==> src/rtl/bcd_pkg.sv <==
// Shared types and constants for the digit-serial BCD adder/subtractor.
package bcd_pkg;

   localparam int unsigned BCD_W   = 4;
   localparam int unsigned BCD_MAX = 9;

   typedef enum logic [1:0] {
      IDLE = 2'd0,
      RUN  = 2'd1,
      DONE = 2'd2
   } state_e;

   function automatic logic is_bcd(input logic [BCD_W-1:0] nibble);
      return nibble <= BCD_W'(BCD_MAX);
   endfunction

endpackage

==> src/rtl/bcd_serial_addsub_if.sv <==
// Start/busy/done handshake and operand/result bus of the serial BCD unit.
interface bcd_serial_addsub_if import bcd_pkg::*; #(
   parameter int unsigned DIGITS = 4
) ();

   localparam int unsigned W = BCD_W * DIGITS;

   logic         start;
   logic         sub;
   logic [W-1:0] a;
   logic [W-1:0] b;
   logic         busy;
   logic         done;
   logic [W-1:0] sum;
   logic         carry;
   logic         invalid;

   modport master (
      output start, sub, a, b,
      input  busy, done, sum, carry, invalid
   );

   modport slave (
      input  start, sub, a, b,
      output busy, done, sum, carry, invalid
   );

endinterface

==> src/rtl/bcd_digit_adder.sv <==
// One-digit BCD add/subtract stage; subtract uses the nine's complement of b_d
// so that a carry-in of 1 yields ten's-complement arithmetic.
module bcd_digit_adder import bcd_pkg::*; (
   input  logic [BCD_W-1:0] a_d,
   input  logic [BCD_W-1:0] b_d,
   input  logic             cin,
   input  logic             sub,
   output logic [BCD_W-1:0] d,
   output logic             cout
);

   logic [BCD_W-1:0] b_eff;
   logic [BCD_W:0]   t;

   always_comb begin
      b_eff = sub ? (BCD_W'(BCD_MAX) - b_d) : b_d;
      t     = {1'b0, a_d} + {1'b0, b_eff} + (BCD_W+1)'(cin);
      d     = t[BCD_W-1:0];
      cout  = 1'b0;
      if (t > (BCD_W+1)'(BCD_MAX)) begin
         d    = BCD_W'(t + (BCD_W+1)'(6));
         cout = 1'b1;
      end
   end

endmodule

==> src/rtl/bcd_serial_addsub.sv <==
// Digit-serial BCD adder/subtractor: one digit per clock, LSD first, with
// start/busy/done handshake and operand validity check at capture.
module bcd_serial_addsub import bcd_pkg::*; #(
   parameter int unsigned DIGITS = 4
) (
   input  logic                clk,
   input  logic                rst,
   bcd_serial_addsub_if.slave  bus
);

   localparam int unsigned W     = BCD_W * DIGITS;
   localparam int unsigned IDX_W = $clog2(DIGITS) + 1;

   state_e             state_q, state_d;
   logic [W-1:0]       opa_q, opa_d;
   logic [W-1:0]       opb_q, opb_d;
   logic [W-1:0]       psum_q, psum_d;
   logic [IDX_W-1:0]   idx_q, idx_d;
   logic               c_q, c_d;
   logic               sub_q, sub_d;
   logic               err_q, err_d;
   logic               busy_q, busy_d;
   logic               done_q, done_d;
   logic [W-1:0]       sum_q, sum_d;
   logic               carry_q, carry_d;
   logic               invalid_q, invalid_d;

   logic               ops_ok_c;
   logic [BCD_W-1:0]   dig_c;
   logic               cout_c;
   logic [W-1:0]       shifted_c;

   bcd_digit_adder u_digit (
      .a_d  (opa_q[BCD_W-1:0]),
      .b_d  (opb_q[BCD_W-1:0]),
      .cin  (c_q),
      .sub  (sub_q),
      .d    (dig_c),
      .cout (cout_c)
   );

   // Every nibble of both operands must be a decimal digit.
   always_comb begin
      ops_ok_c = 1'b1;
      for (int unsigned i = 0; i < DIGITS; i++) begin
         if (!is_bcd(bus.a[i*BCD_W +: BCD_W]) || !is_bcd(bus.b[i*BCD_W +: BCD_W])) begin
            ops_ok_c = 1'b0;
         end
      end
   end

   // New digit enters at the MSD end; after DIGITS shifts digit 0 sits in [3:0].
   assign shifted_c = W'({dig_c, psum_q} >> BCD_W);

   always_comb begin
      state_d   = state_q;
      opa_d     = opa_q;
      opb_d     = opb_q;
      psum_d    = psum_q;
      idx_d     = idx_q;
      c_d       = c_q;
      sub_d     = sub_q;
      err_d     = err_q;
      sum_d     = sum_q;
      carry_d   = carry_q;
      invalid_d = invalid_q;

      case (state_q)
         IDLE: begin
            if (bus.start) begin
               opa_d   = bus.a;
               opb_d   = bus.b;
               sub_d   = bus.sub;
               idx_d   = '0;
               psum_d  = '0;
               c_d     = bus.sub;
               err_d   = ~ops_ok_c;
               state_d = RUN;
            end
         end
         RUN: begin
            // A bad operand spends one RUN cycle so done lands one edge after capture+1.
            if (err_q) begin
               state_d   = DONE;
               sum_d     = '0;
               carry_d   = 1'b0;
               invalid_d = 1'b1;
            end else begin
               opa_d  = opa_q >> BCD_W;
               opb_d  = opb_q >> BCD_W;
               psum_d = shifted_c;
               c_d    = cout_c;
               idx_d  = idx_q + IDX_W'(1);
               if (idx_q == IDX_W'(DIGITS - 1)) begin
                  state_d   = DONE;
                  sum_d     = shifted_c;
                  carry_d   = sub_q ? ~cout_c : cout_c;
                  invalid_d = 1'b0;
               end
            end
         end
         DONE: begin
            state_d = IDLE;
         end
         default: begin
            state_d = IDLE;
         end
      endcase

      busy_d = (state_d != IDLE);
      done_d = (state_d == DONE);
   end

   always_ff @(posedge clk) begin
      if (rst) begin
         state_q   <= IDLE;
         opa_q     <= '0;
         opb_q     <= '0;
         psum_q    <= '0;
         idx_q     <= '0;
         c_q       <= 1'b0;
         sub_q     <= 1'b0;
         err_q     <= 1'b0;
         busy_q    <= 1'b0;
         done_q    <= 1'b0;
         sum_q     <= '0;
         carry_q   <= 1'b0;
         invalid_q <= 1'b0;
      end else begin
         state_q   <= state_d;
         opa_q     <= opa_d;
         opb_q     <= opb_d;
         psum_q    <= psum_d;
         idx_q     <= idx_d;
         c_q       <= c_d;
         sub_q     <= sub_d;
         err_q     <= err_d;
         busy_q    <= busy_d;
         done_q    <= done_d;
         sum_q     <= sum_d;
         carry_q   <= carry_d;
         invalid_q <= invalid_d;
      end
   end

   assign bus.busy    = busy_q;
   assign bus.done    = done_q;
   assign bus.sum     = sum_q;
   assign bus.carry   = carry_q;
   assign bus.invalid = invalid_q;

endmodule

==> src/flat_wrapper.sv <==
// flat-port wrapper written by rule: the top's interface ports become plain ports
module bcd_serial_addsub_flat import bcd_pkg::*;
#(
   parameter int unsigned DIGITS = 4
)
  (clk, rst, bus_start, bus_sub, bus_a, bus_b, bus_busy, bus_done, bus_sum, bus_carry, bus_invalid);
  bcd_serial_addsub_if #(.DIGITS(DIGITS)) bus_i ();
  input  logic clk;
  input  logic rst;
  input wire logic [$bits(bus_i.start)-1:0] bus_start;
  input wire logic [$bits(bus_i.sub)-1:0] bus_sub;
  input wire logic [$bits(bus_i.a)-1:0] bus_a;
  input wire logic [$bits(bus_i.b)-1:0] bus_b;
  output wire logic [$bits(bus_i.busy)-1:0] bus_busy;
  output wire logic [$bits(bus_i.done)-1:0] bus_done;
  output wire logic [$bits(bus_i.sum)-1:0] bus_sum;
  output wire logic [$bits(bus_i.carry)-1:0] bus_carry;
  output wire logic [$bits(bus_i.invalid)-1:0] bus_invalid;
  assign bus_i.start = bus_start;
  assign bus_i.sub = bus_sub;
  assign bus_i.a = bus_a;
  assign bus_i.b = bus_b;
  assign bus_busy = bus_i.busy;
  assign bus_done = bus_i.done;
  assign bus_sum = bus_i.sum;
  assign bus_carry = bus_i.carry;
  assign bus_invalid = bus_i.invalid;
  bcd_serial_addsub #(.DIGITS(DIGITS)) u_core (.clk(clk), .rst(rst), .bus(bus_i));
endmodule
==> config.mk <==
export PLATFORM = sky130hd
export DESIGN_NAME = bcd_serial_addsub_flat
export DESIGN_NICKNAME = d
export VERILOG_FILES = /design/src/rtl/bcd_pkg.sv /design/src/rtl/bcd_serial_addsub_if.sv /design/src/rtl/bcd_digit_adder.sv /design/src/rtl/bcd_serial_addsub.sv /design/src/flat_wrapper.sv
export SDC_FILE = /design/constraint.sdc
export NUM_CORES = 1
export LEC_CHECK = 0
export ABC_AREA = 1
export ABC_CLOCK_PERIOD_IN_PS = 5850
export CORE_AREA = 3 3 66 98
export DETAILED_ROUTE_END_ITERATION = 10
export DIE_AREA = 0 0 69 101
export HOLD_SLACK_MARGIN = 0.02
export PLACE_DENSITY = 0.8
export SLEW_MARGIN = 20
export SYNTH_ARGS = -nofsm -noshare
export SYNTH_HDL_FRONTEND = slang
export SYNTH_HIERARCHICAL = 1
export SYNTH_SLANG_ARGS = --single-unit
export TNS_END_PERCENT = 1
==> constraint.sdc <==
create_clock -name clk -period 5.85 [get_ports clk]
set_input_delay 0.585 -clock clk [delete_from_list [all_inputs] [get_ports clk]]
set_output_delay 0.585 -clock clk [all_outputs]
set_load 0.01 [all_outputs]
==> results of run 1 <==
[kinds of logic after synthesis]
group                      synth area share
buffers and inverters               0.06451
AOI/OAI and AO/OA                    0.1967
adders and majority gates           0.04062
DFF                                  0.4588
xor gates and xnor gates           0.005576
and+or+nand+nor                      0.2338
[per-stage QoR]
step | util | hold WS, ns | power (W) | cell area, µm² | instances
floorplan | - | 0.4289 | 0.0007403 | 3142 | 422
global placement | 0.6382 | 0.4471 | 0.0008046 | 3692 | 528
detailed placement | 0.6382 | 0.4512 | 0.0008113 | 3692 | 528
CTS | 0.6724 | 0.4629 | 0.001195 | 3890 | 544
global route | 0.6724 | 0.4809 | 0.001251 | 3890 | 544
finish | 0.6724 | 0.4624 | 0.001184 | 3890 | 544
[flip-flops by register name, summed over array words and instances (netlist names)]
signal,cells
u_core/psum_q,12
u_core/bus.sum,16
u_core/opa_q,16
u_core/c_q,1
u_core/opb_q,16
u_core/bus.invalid,1
u_core/bus.busy,1
u_core/idx_q,3
u_core/sub_q,1
u_core/state_q,2
u_core/bus.carry,1
u_core/err_q,1
u_core/bus.done,1
[power by group through the flow]
stage	logic, W	clock network, W	registers [W]
after floorplan	0.000189	0	0.000551
after global placement	0.000248	0	0.000557
after detailed placement	0.000254	0	0.000557
after CTS	0.000256	0.000393	0.000546
after global routing	0.000290	0.000410	0.000550
final	0.000256	0.000381	0.000546
[cell usage after synthesis (all sizes together)]
| cell type | number | area (µm²) |
|---|---|---|
| a21oi | 47 | 250.3 |
| o21ai | 40 | 204.0 |
| buf | 9 | 50.04 |
| nor2 | 9 | 41.29 |
| nand4 | 1 | 6.260 |
| clkinv | 2 | 7.510 |
| a21o | 1 | 7.510 |
| dfxtp | 72 | 1441 |
| clkbuf | 14 | 55.05 |
| nand2 | 139 | 541.8 |
| xnor2 | 2 | 17.52 |
| nand3 | 28 | 145.1 |
| fa | 2 | 40.04 |
| a31oi | 25 | 156.4 |
| ha | 7 | 87.58 |
| inv | 24 | 90.09 |
[layout by cell type, fill, tap and decap left out, types with 2 or more instances in the layout]
cell type and n:
o21ai_0 39, xnor2_1 2, clkinv_2 2, ha_1 7
a21oi_1 45, nor2_1 8, inv_2 2, dfxtp_1 72
a31oi_1 25, nand2_4 2, clkbuf_8 10, clkinv_1 2
inv_1 22, clkdlybuf4s50_1 55, nand2_2 2, fa_1 2
nand3_1 27, buf_4 2, nand2_1 135
[per-layer routing]
metal | share of wire | track usage | vias up
met4 | 0.018 | 0.09774 | 0
met3 | 0.035 | 0.03194 | 12
li1 | - | - | 1500
met2 | 0.52 | 0.3706 | 65
met5 | 0 | 0 | -
met1 | 0.43 | 0.2502 | 1355
[final cells by class]
class | instances | area [µm²]
fill | 538 | 1896
multi-input combinational | 301 | 1498
sequential | 72 | 1441
timing repair buffer | 57 | 565.5
clock buffer | 11 | 141.4
inverter | 26 | 97.59
tap | 72 | 90.09
clock inverter | 5 | 56.30
[path summary, 6_finish.rpt]
kind	startpoint	endpoint
max	u_core/opb_q[1]$_SDFFE_PP0P_	u_core/bus.sum[15]$_SDFFE_PP0P_
min	u_core/opa_q[14]$_SDFFE_PP0P_	u_core/opa_q[14]$_SDFFE_PP0P_
max reg2reg	u_core/opb_q[1]$_SDFFE_PP0P_	u_core/bus.sum[15]$_SDFFE_PP0P_
min reg2reg	u_core/opa_q[14]$_SDFFE_PP0P_	u_core/opa_q[14]$_SDFFE_PP0P_
[critical path, stage by stage (launching register included)]
cell and delay, ns:
dfxtp_1 0.44, inv_1 0.07, ha_1 0.29, nand2_1 0.06, o21ai_0 0.08, ha_1 0.34, inv_1 0.10, nand2_1 0.07
nand2_1 0.07, inv_1 0.04, ha_1 0.20, inv_1 0.08, nand2_1 0.07, inv_1 0.09, nand2_4 0.07, nand2_4 0.08
nand2_1 0.05, nand2_1 0.10, nand3_1 0.09, a21oi_1 0.16
==> results.cfg, run 1 <==
[drt]
drt_wl_total_um = 7333
num_vias = 2932
wl_per_cell_um = 13.48
first_pass_iters = 4
initialDrtViolationCount = 183
viasPerCell = 5.390
antenna_left = 0
route.detailed.drc = 0

[cts]
clock_sinks = 72
htree_levels = 3
insertion_delay_ns = 0.33
clk_path_buf_depth = 2
cts_resized = 0
cts_tree = done
postCtsSetupBuffers = 0
cts_buffers = 9
clkTransAtPathRegs_ns = 0.07
cts_hold_buf = 0
clockRootBuffer = clkbuf_8

[worst_setup_path]
reg2reg_slack_ns = 3.22
path_max_fanout = 6
start_kind = register
critPathCaptureType = register
required_ns = 6.12
arrival_ns = 2.90
r2r_cells = 19
critPathKind = reg -> reg

[floorplanning]
ios = 56
die_y_um = 101
initial_core_util = 0.5430
dieArea_um2 = 6969
core_area_um2 = 5786
die_w_um = 69
rows = 34

[yosys]
synth_cell_types = 26
ys_ff_latch = 72
ys_warn_count = 6
synth_area_um2 = 3142
syn-num-nets = 467
synth_cells = 422
synth.yosys.seq_area_share = 0.4588
synth_area_per_cell_um2 = 7.445

[placement]
dpl.hpwl_um = 5148
io_buffers = 55
gp_congestion = 0.8245
pre_cts_slack_ns = 3.166

[global_routing]
grt_usage = 0.2102
grt_pass1_wl_um = 11920
grt_max_degree = 46
gr-total-overflow = 0
antenna_found_initial = 0
grt_pass1_vias = 2699

[pwr]
power_frac_clock = 0.322
combPwrFrac = 0.216
vdd_drop_max_uv = 249.0
seqPwrFrac = 0.462
p_sw_w = 0.0003548
p_leak_nw = 1.481
p_sw_frac = 0.2996
internal_power_w = 0.0008292
p_per_area_nw_per_um2 = 304.4

[min_path]
holdPathStages = 2
worstHoldPathType = reg -> reg

[cells_and_area]
final_nets = 512
diodes = 0
areaGrowthSynthToFinish_pct = 23.82
drive_above_1_share = 0.05932

[sta]
worst_pin_slew_ns = 0.7117
skew_ns = 0.008722
max_freq_mhz = 379.9
setup_viol = 0
max-slew-margin-rel = 0.5226
hold_viol = 0
period_share = 0.4500
rsz0062_at_grt = false
worst_slack_ns = 3.218
finalSetupTns_ns = 0
drv_slew = 0
fin_crit_ns = 2.632

[run]
maxCapViolations = 0

[outcome]
status = complete, no violations
(Power assumes the default switching activity.)
==> run 2: changes to the inputs <==
Settings changed: ABC_CLOCK_PERIOD_IN_PS 5850 to 2600, CORE_AREA 3 3 66 98 to 3 3 68 102, DIE_AREA 0 0 69 101 to 0 0 71 105, PLACE_DENSITY 0.8 to 0.75.
Clock period 5.85 ns to 2.6 ns, I/O delays scaled along.
==> run 2 against run 1 <==
  * Non-clock buffer count is 7 higher
  * Combinational power grew 150%
  * Sequential power increased by 130%
  * Die area up 7.0%
  * Clock-buffer cell count decreased by 2
  * Clock skew grew 0.0067 ns
  * Via count is 2.1% higher
  * First-iteration DRC count up 7.1%
==> results.cfg, run 2 (synthesis results as in run 1) <==
[floorplanning]
rows = 35
dieArea_um2 = 7455
die_w_um = 71
initial_core_util = 0.5124
ios = 56
die_y_um = 105
core_area_um2 = 6131

[global_routing]
grt_use_met1 = 0.2741
grt_util_met3 = 0.04812
antenna_found_initial = 0
grt.met2_usage = 0.3632
grt_pass1_wl_um = 13130
grt_max_degree = 52
grt_usage = 0.2213
gr-total-overflow = 0
grt_busiest_layer = met2
grt_pass1_vias = 2855

[pwr]
seqPwrFrac = 0.449
fin_total_pwr_w = 0.002735
p_sw_frac = 0.3178
p_leak_nw = 1.508
p_per_area_nw_per_um2 = 687.1
combPwrFrac = 0.230
power_frac_clock = 0.321
p_sw_w = 0.0008691
vdd_drop_max_uv = 456.0
internal_power_w = 0.001866

[sta]
fin_crit_ns = 2.447
finalSetupTns_ns = 0
period_share = 0.9412
drv_slew = 0
max_freq_mhz = 408.7
hold_viol = 0
max-slew-margin-rel = 0.4953
setup_viol = 0
worst_pin_slew_ns = 0.7562
skew_ns = 0.01541

[worst_setup_path]
critPathKind = reg -> reg
arrival_ns = 2.68
critPathCaptureType = register
crit_start = u_core/sub_q$_SDFFE_PP0P_
path_max_fanout = 6
r2r_cells = 14
reg2reg_slack_ns = 0.15
crit_end = u_core/bus.carry$_SDFFE_PP0P_
cpPeakStageDelay_ns = 0.48
start_kind = register
cp_slowest_cell = fa_2
path_cells = xnor2_2 > fa_2 > inv_1 > fa_2 > inv_1 > ha_2 > inv_2 > nand2_1 > inv_2 > nand2_4 > nand2_4 > o21ai_0 > a21o_1 > a21oi_1
r2r_start = u_core/sub_q$_SDFFE_PP0P_
required_ns = 2.83
reg2reg_to = u_core/bus.carry$_SDFFE_PP0P_

[cts]
clock_sinks = 72
cts_buffers = 9
htree_levels = 3
clockRootBuffer = clkbuf_8
clk_path_buf_depth = 2
clkTransAtPathRegs_ns = 0.09
cts_hold_buf = 0
insertion_delay_ns = 0.35
cts_tree = done

[cells_and_area]
drive_above_1_share = 0.1065
areaGrowthSynthToFinish_pct = 26.68
layout_common_cells = 133 x nand2_1, 69 x dfxtp_1, 55 x clkdlybuf4s50_1, 42 x a21oi_1, 38 x o21ai_0
fill_cells = 553
final_nets = 519
diodes = 0
final_common_cell = nand2_1

[drt]
antenna_left = 0
initialDrtViolationCount = 196
num_vias = 2994
wl_per_cell_um = 14.32
first_pass_iters = 4
drt_wl_total_um = 7918
route.detailed.drc = 0
viasPerCell = 5.414

[run]
maxCapViolations = 0

[placement]
gp_congestion = 0.9149
io_buffers = 55
dpl.hpwl_um = 5428

[min_path]
worstHoldPathType = reg -> reg

[outcome]
status = complete, no violations
[run 2: critical path, delay by kind of cell (launching register included)]
family | cells | cell delay, ns
buffers and inverters | 4 | 0.30
AO/OA/AOI/OAI | 3 | 0.31
flip-flops | 1 | 0.34
AND/OR/NAND/NOR | 3 | 0.24
adder cells (fa/ha/maj) | 3 | 0.99
XOR/XNOR | 1 | 0.14
[run 2: worst min-delay path by stage]
| stage | startpoint | endpoint | cells past startpoint |
|---|---|---|---|
| after CTS | bus_a[12] | u_core/opa_q[12]$_SDFFE_PP0P_ | 3 |
| after detailed placement | u_core/bus.sum[10]$_SDFFE_PP0P_ | u_core/bus.sum[10]$_SDFFE_PP0P_ | 2 |
| after floorplan | bus_a[12] | u_core/opa_q[12]$_SDFFE_PP0P_ | 2 |
| after global routing | u_core/opb_q[13]$_SDFFE_PP0P_ | u_core/opb_q[13]$_SDFFE_PP0P_ | 2 |
| after global placement | u_core/idx_q[0]$_SDFFE_PP0P_ | u_core/idx_q[0]$_SDFFE_PP0P_ | 1 |
| final | u_core/opa_q[14]$_SDFFE_PP0P_ | u_core/opa_q[14]$_SDFFE_PP0P_ | 2 |
[run 2: cell type report]
| type | instances | area (µm²) | share of cell area |
|---|---|---|---|
| repair buffers | 64 | 618.1 | 0.1553 |
| clock inverters | 7 | 71.32 | 0.01792 |
| clock buffers | 9 | 123.9 | 0.03112 |
| inverters | 26 | 97.59 | 0.02452 |
| multi-input cells | 301 | 1529 | 0.3842 |
| well taps | 74 | 92.59 | 0.02326 |
| flip-flops and latches | 72 | 1448 | 0.3637 |
[run 2: what timing repair did]
item                                    4_1_cts  5_1_grt
buffers inserted                              0        1
endpoints found under the setup margin        0        8
hold endpoints to repair                      0        0
resized for setup                             0       17
[run 2: stage by stage]
stage	util	hold slack (ns)	area, µm²	worst slack (ns)	std cells
final	0.6492	0.4624	3980	0.1530	553
after global routing	0.6492	0.4788	3980	-0.01625	553
after CTS	0.6418	0.4589	3935	0.03200	552
after detailed placement	0.6100	0.4525	3740	0.08297	536
after global placement	0.6100	0.4492	3740	0.2277	536
after floorplan	-	0.4090	3142	0.2851	422
[run 2: per-layer routing]
layer | vias up | part of all wire | wire (µm)
met1 | 1409 | 0.44 | 3448
li1 | 1513 | - | -
met5 | - | 0 | 0
met4 | 0 | 0.017 | 136
met2 | 62 | 0.51 | 4022
met3 | 10 | 0.039 | 311
[run 2: power groups by stage]
stage	registers [W]	logic [W]	clock network (W)
after floorplan	0.00124	0.000426	0
after global placement	0.00125	0.000575	0
after detailed placement	0.00125	0.000591	0
after CTS	0.00123	0.000596	0.000899
after global routing	0.00124	0.000714	0.000942
final	0.00123	0.000629	0.000878
